[src/rtl/sd_spi_host_cmd.sv]
// SPI-mode SD host command engine: power-up preamble, 6-byte command framing
// with hardware CRC7, R1 polling with Ncr limit, optional 4-byte R3/R7 tail.
module sd_spi_host_cmd #(
  parameter int CLK_DIV    = 4,
  parameter int RESP_WAIT  = 8,
  parameter int INIT_BYTES = 10
) (
  input  logic        clk_50,
  input  logic        reset_n,
  input  logic        init_start,
  input  logic        cmd_start,
  input  logic [5:0]  cmd_index,
  input  logic [31:0] cmd_arg,
  input  logic        resp_long,
  output logic        cmd_busy,
  output logic        cmd_done,
  output logic [7:0]  resp_r1,
  output logic [31:0] resp_ext,
  output logic        resp_timeout,
  output logic        spi_sclk,
  output logic        spi_mosi,
  input  logic        spi_miso,
  output logic        spi_cs_n,
  output logic [2:0]  dbg_state
);

  localparam int BYTE_MAX0 = (INIT_BYTES > RESP_WAIT) ? INIT_BYTES : RESP_WAIT;
  localparam int BYTE_MAX  = (BYTE_MAX0 > 6) ? BYTE_MAX0 : 6;
  localparam int BW        = $clog2(BYTE_MAX + 1);
  localparam int DW        = (CLK_DIV > 1) ? $clog2(CLK_DIV) : 1;

  localparam logic [DW-1:0] DIV_LAST  = DW'(CLK_DIV - 1);
  localparam logic [BW-1:0] INIT_LAST = BW'(INIT_BYTES - 1);
  localparam logic [BW-1:0] WAIT_LAST = BW'(RESP_WAIT - 1);
  localparam logic [BW-1:0] CMD_LAST  = BW'(5);
  localparam logic [BW-1:0] EXT_LAST  = BW'(3);

  typedef enum logic [2:0] {
    ST_IDLE = 3'd0,
    ST_INIT = 3'd1,
    ST_CMD  = 3'd2,
    ST_WAIT = 3'd3,
    ST_EXT  = 3'd4,
    ST_TAIL = 3'd5,
    ST_DONE = 3'd6
  } state_t;

  state_t        state_q, state_d;
  logic [DW-1:0] div_q, div_d;
  logic          phase_q, phase_d;   // 0 = sclk low phase, 1 = high phase
  logic          sclk_q, sclk_d;
  logic          cs_n_q, cs_n_d;
  logic [2:0]    bit_q, bit_d;
  logic [BW-1:0] byte_q, byte_d;
  logic [47:0]   sh_q, sh_d;         // MOSI shifter, refills with ones
  logic [7:0]    rx_q, rx_d;
  logic          long_q, long_d;
  logic [7:0]    r1_q, r1_d;
  logic [31:0]   ext_q, ext_d;
  logic          tmo_q, tmo_d;

  logic        active, rise, fall, byte_end;
  logic [47:0] frame;

  // CRC7 (x^7 + x^3 + 1, init 0) over the 40 command/argument bits
  function automatic logic [6:0] crc7(input logic [39:0] data);
    logic [6:0] crc;
    logic       fb;
    crc = '0;
    for (int i = 39; i >= 0; i--) begin
      fb  = data[i] ^ crc[6];
      crc = {crc[5:0], 1'b0};
      if (fb) crc = crc ^ 7'h09;
    end
    return crc;
  endfunction

  assign frame = {2'b01, cmd_index, cmd_arg, crc7({2'b01, cmd_index, cmd_arg}), 1'b1};

  assign active   = (state_q != ST_IDLE) && (state_q != ST_DONE);
  assign rise     = active && !phase_q && (div_q == DIV_LAST);
  assign fall     = active &&  phase_q && (div_q == DIV_LAST);
  assign byte_end = fall && (bit_q == 3'd7);

  // State register
  always_ff @(posedge clk_50) begin
    if (!reset_n) state_q <= ST_IDLE;
    else          state_q <= state_d;
  end

  // Next-state logic; init wins over a simultaneous cmd_start
  always_comb begin
    state_d = state_q;
    unique case (state_q)
      ST_IDLE: if (init_start) state_d = ST_INIT;
               else if (cmd_start) state_d = ST_CMD;
      ST_INIT: if (byte_end && byte_q == INIT_LAST) state_d = ST_DONE;
      ST_CMD:  if (byte_end && byte_q == CMD_LAST) state_d = ST_WAIT;
      ST_WAIT: if (byte_end) begin
                 if (!rx_q[7])                   state_d = long_q ? ST_EXT : ST_TAIL;
                 else if (byte_q == WAIT_LAST)   state_d = ST_TAIL;
               end
      ST_EXT:  if (byte_end && byte_q == EXT_LAST) state_d = ST_TAIL;
      ST_TAIL: if (byte_end) state_d = ST_DONE;
      ST_DONE: state_d = ST_IDLE;
      default: state_d = ST_IDLE;
    endcase
  end

  // Outputs decoded from registered state and datapath flops
  always_comb begin
    cmd_busy     = (state_q != ST_IDLE);
    cmd_done     = (state_q == ST_DONE);
    resp_r1      = r1_q;
    resp_ext     = ext_q;
    resp_timeout = tmo_q;
    spi_sclk     = sclk_q;
    spi_mosi     = sh_q[47];
    spi_cs_n     = cs_n_q;
    dbg_state    = state_q;
  end

  // Datapath: bit engine, byte counting, start capture and result registers
  always_comb begin
    div_d   = div_q;
    phase_d = phase_q;
    sclk_d  = sclk_q;
    cs_n_d  = cs_n_q;
    bit_d   = bit_q;
    byte_d  = byte_q;
    sh_d    = sh_q;
    rx_d    = rx_q;
    long_d  = long_q;
    r1_d    = r1_q;
    ext_d   = ext_q;
    tmo_d   = tmo_q;

    if (state_q == ST_IDLE) begin
      div_d   = '0;
      phase_d = 1'b0;
      bit_d   = '0;
      byte_d  = '0;
      if (!init_start && cmd_start) begin
        // cs_n drops now so the first low phase doubles as CS setup time
        sh_d   = frame;
        cs_n_d = 1'b0;
        long_d = resp_long;
        r1_d   = 8'hFF;
        ext_d  = '0;
        tmo_d  = 1'b0;
      end
    end

    if (active) begin
      div_d = (div_q == DIV_LAST) ? '0 : div_q + DW'(1);
      if (rise) begin
        phase_d = 1'b1;
        sclk_d  = 1'b1;
        rx_d    = {rx_q[6:0], spi_miso};
      end
      if (fall) begin
        phase_d = 1'b0;
        sclk_d  = 1'b0;
        sh_d    = {sh_q[46:0], 1'b1};
        bit_d   = bit_q + 3'd1;
      end
      if (byte_end) begin
        byte_d = (state_d != state_q) ? '0 : byte_q + BW'(1);
        if (state_q == ST_WAIT) begin
          if (!rx_q[7]) begin
            r1_d = rx_q;
          end else if (byte_q == WAIT_LAST) begin
            tmo_d = 1'b1;
            r1_d  = 8'hFF;
          end
        end
        if (state_q == ST_EXT)  ext_d  = {ext_q[23:0], rx_q};
        if (state_q == ST_TAIL) cs_n_d = 1'b1;
      end
    end
  end

  // Datapath registers; reset aborts at once with CS high and sclk low
  always_ff @(posedge clk_50) begin
    if (!reset_n) begin
      div_q   <= '0;
      phase_q <= 1'b0;
      sclk_q  <= 1'b0;
      cs_n_q  <= 1'b1;
      bit_q   <= '0;
      byte_q  <= '0;
      sh_q    <= '1;
      rx_q    <= 8'hFF;
      long_q  <= 1'b0;
      r1_q    <= 8'hFF;
      ext_q   <= '0;
      tmo_q   <= 1'b0;
    end else begin
      div_q   <= div_d;
      phase_q <= phase_d;
      sclk_q  <= sclk_d;
      cs_n_q  <= cs_n_d;
      bit_q   <= bit_d;
      byte_q  <= byte_d;
      sh_q    <= sh_d;
      rx_q    <= rx_d;
      long_q  <= long_d;
      r1_q    <= r1_d;
      ext_q   <= ext_d;
      tmo_q   <= tmo_d;
    end
  end

endmodule

[config.mk]
export PLATFORM = sky130hd
export DESIGN_NAME = sd_spi_host_cmd
export DESIGN_NICKNAME = d
export VERILOG_FILES = /design/src/rtl/sd_spi_host_cmd.sv
export SDC_FILE = /design/constraint.sdc
export NUM_CORES = 1
export LEC_CHECK = 0
export CAP_MARGIN = 10
export CORE_ASPECT_RATIO = 0.8
export CORE_UTILIZATION = 50
export CTS_BUF_LIST = sky130_fd_sc_hd__clkbuf_4 sky130_fd_sc_hd__clkbuf_8
export CTS_CLUSTER_SIZE = 25
export DETAILED_ROUTE_END_ITERATION = 7
export HOLD_SLACK_MARGIN = 0.03
export PLACE_DENSITY = 0.84
export SLEW_MARGIN = 10
export SYNTH_ARGS = -nofsm -noshare
export SYNTH_HDL_FRONTEND = slang
export SYNTH_SLANG_ARGS = --single-unit
[constraint.sdc]
create_clock -name clk_50 -period 3.45 [get_ports clk_50]
set_clock_uncertainty 0.2 [all_clocks]
set_input_delay 1.035 -clock clk_50 [delete_from_list [all_inputs] [get_ports clk_50]]
set_output_delay 1.035 -clock clk_50 [all_outputs]
set_load 0.05 [all_outputs]
==> metrics <==
fin. max-slew vios 0; Hold Path Cell Cnt 1; Layout area overhead 31.26%; CTS Sinks around 110; Clk pin slew, worst setup/hold paths 80 ps; Die H a little under 100 µm; maximum fanout along the worst path 3; Avg Vias per Cell 5.458; vias in the first global route 4622; reg2reg end sh_q[25]; leakage a little over 3 nW; share of post-route cells with drive strength above 1 0.1191; clock buffer count from CTS 17; Distinct cells, synth 51; GRT Total Usage 0.2478; Post-Syn Area approximately 5600 µm²; Max clock buf depth 2; H-tree depth 4; Cells after Synth between 600 and 700; drt total wl 14120 µm; placed cells about 880; Ports a little over 90; Filler cells roughly 850; final worst setup slack about 45 ps; sequential area share after synthesis 0.4066; Final setup viols 0; Seq cells post-synth 113; Die Span X 119.9 µm; Post-Synthesis Net Count around 700; fmax around 300 MHz; postcts setup bufs 0; Worst-Margin Slew 692.1 ps; detailed-route via count 4956; period utilization 0.9869; Cell Rows 34; RePlAce Congestion about 0.85; global route total overflow 0; largest net degree at the start of global routing between 50 and 60; Hold Crit Start sh_q[0]; Rel. slew slack 0.5386; IO Port Bufs 92; Synth area leaders dfxtp_1, nand2_1, xnor3_1; worst reg2reg path depth 7; # hold bufs at CTS 0; DRT iter0 DRCs 371; initial core utilization 0.5129; Final Hold Vio Count 0; share of the synthesized area in the top cell type 0.4066; Syn Area/Cell 8.626 µm²; Remaining DRCs 1; WHS Endpoint sh_q[0]; outcome complete, but fails checks; ant diodes 0; Hold WC Path Type register to register; area leader, netlist dfxtp_1; clock root cell clkbuf_8; initial antenna violation count 0; non-filler cells in the finished layout between 900 and 1000; Setup WS pre-CTS -462.7 ps; r2r startpoint dbg_state[0]; Pwr per Cell Area 550.8 nW/µm²; Main synth FF type dfxtp_1; final core area utilization 0.6732; Final nets 800; die area 11560 µm²; fin crit period approximately 3400 ps; wire per inst 15.55 µm; first-pass GRT wire length about 23000 µm; reg2reg setup slack between 600 and 700 ps; failing checks design-rule violations; core box area roughly 11000 µm²; Arr. time, crit path about 3500 ps; Final ANT Viol Nets 0; Worst Path Required 3580 ps; setup tns final 0 ps; CP Launch Type input pin; CP Class input pin to register; synth warn 0; peak supply drop 264.2 µV; Detailed Place HPWL roughly 10000 µm; asr flop ratio synth 0; EDFF count, synth 0; unrepaired setup endpoints after global routing yes; CP Capture Type register; max-cap viol count 0; Pre-antenna DRT Iters 7; Clock Latency Late Sink about 420 ps; CTS tree done
-- routing by layer --
| metal | wire length [µm] | up-vias | share of wire | track usage |
|---|---|---|---|---|
| met5 | 0 | - | 0 | 0 |
| met4 | 221 | 0 | 0.016 | 0.08229 |
| met3 | 670 | 24 | 0.047 | 0.04917 |
| met2 | 6823 | 140 | 0.48 | 0.4133 |
| met1 | 6402 | 2359 | 0.45 | 0.3230 |
| li1 | - | 2433 | - | - |
-- timing repair --
action / in CTS / in global routing
setup endpoints to repair: 5 / 9
gates resized for setup: 2 / 8
pin swaps: 0 / 7
endpoints found under the hold margin: 0 / 0
-- synth_stat cells, types with 2 or more instances --
cell type and number:
xnor3_2 2, nand2_1 159, xor2_1 9, nor2b_1 38, nor3_1 5, a22oi_1 39, xor3_1 4, a21oi_1 5
a211oi_1 2, a21o_1 2, and2_1 6, xor3_2 2, a21boi_0 6, dfxtp_1 113, o21a_1 2, xnor3_1 16
o21ai_0 45, and3b_1 2, inv_1 5, clkbuf_1 41, nand3b_1 6, ha_1 5, nand3_1 57, buf_1 2
o211ai_1 5, o22ai_1 10, xnor2_1 23, nor2_1 11
-- flip-flops by register name (all words and copies together) (netlist names) --
| signal | count |
|---|---|
| sh_q | 48 |
| resp_ext | 32 |
| resp_r1 | 8 |
| rx_q | 8 |
| byte_q | 4 |
| bit_q | 3 |
| dbg_state | 3 |
| div_q | 2 |
| long_q | 1 |
| phase_q | 1 |
| resp_timeout | 1 |
| spi_cs_n | 1 |
| spi_sclk | 1 |
-- critical path, cell delays in order --
cell and delay (ps):
clkdlybuf4s50_1 550, xnor3_1 480, xnor3_1 450, xnor2_1 210, xnor2_1 170, xor3_1 450, o211ai_1 190
-- layout make-up --
| class | instances | area, µm² | share of cell area |
|---|---|---|---|
| clock inverters | 15 | 163.9 | 0.02244 |
| multi-input cells | 482 | 3181 | 0.4355 |
| inverters | 6 | 22.52 | 0.003084 |
| flip-flops and latches | 113 | 2262 | 0.3097 |
| repair buffers | 131 | 1260 | 0.1725 |
| well taps | 144 | 180.2 | 0.02467 |
| clock buffers | 17 | 234.0 | 0.03204 |
-- placed cells by master (no fill, tap or decap), types with 6 or more instances in the layout --
cell type / n
nand3b_1: 6
xnor2_1: 20
a21boi_0: 6
a22oi_1: 39
clkbuf_8: 17
dfxtp_1: 113
and2_1: 6
nor2_1: 10
xnor3_1: 15
o22ai_1: 10
clkdlybuf4s50_1: 89
nand2_1: 159
xor2_1: 8
nand3_1: 56
buf_4: 35
nor2b_1: 38
o21ai_0: 45
-- worst max path at each step --
stage	start	end	cells past startpoint
floorplan	cmd_index[3]	sh_q[2]	6
global placement	cmd_index[2]	sh_q[4]	7
detailed placement	cmd_index[2]	sh_q[2]	7
CTS	cmd_index[4]	sh_q[2]	7
global route	cmd_index[4]	sh_q[2]	7
finish	cmd_index[4]	sh_q[6]	7
-- cell families after synthesis --
kind of cell             share of synthesized area
AO/OA/AOI/OAI                               0.1464
XOR/XNOR                                    0.1606
adder cells (fa/ha/maj)                    0.01124
buffers and inverters                      0.03396
flip-flops                                  0.4066
AND/OR/NAND/NOR                             0.2413
-- where the power goes --
group          internal (mW)  leakage [nW]  switching (mW)  total [mW]
Sequential              1.36         0.920          0.0355        1.40
Combinational          0.836          1.95           0.543        1.38
Clock                  0.607         0.202           0.639        1.25
-- through the flow --
stage	power (mW)	cell area [µm²]	hold slack [ps]
floorplan	2.375	5564	215.5
global placement	2.702	6855	233.3
detailed placement	2.764	6855	245.1
CTS	4.009	7259	267.7
global route	4.228	7303	282.7
finish	4.022	7303	266.1
Note: power is estimated with default switching activity, not from simulation.
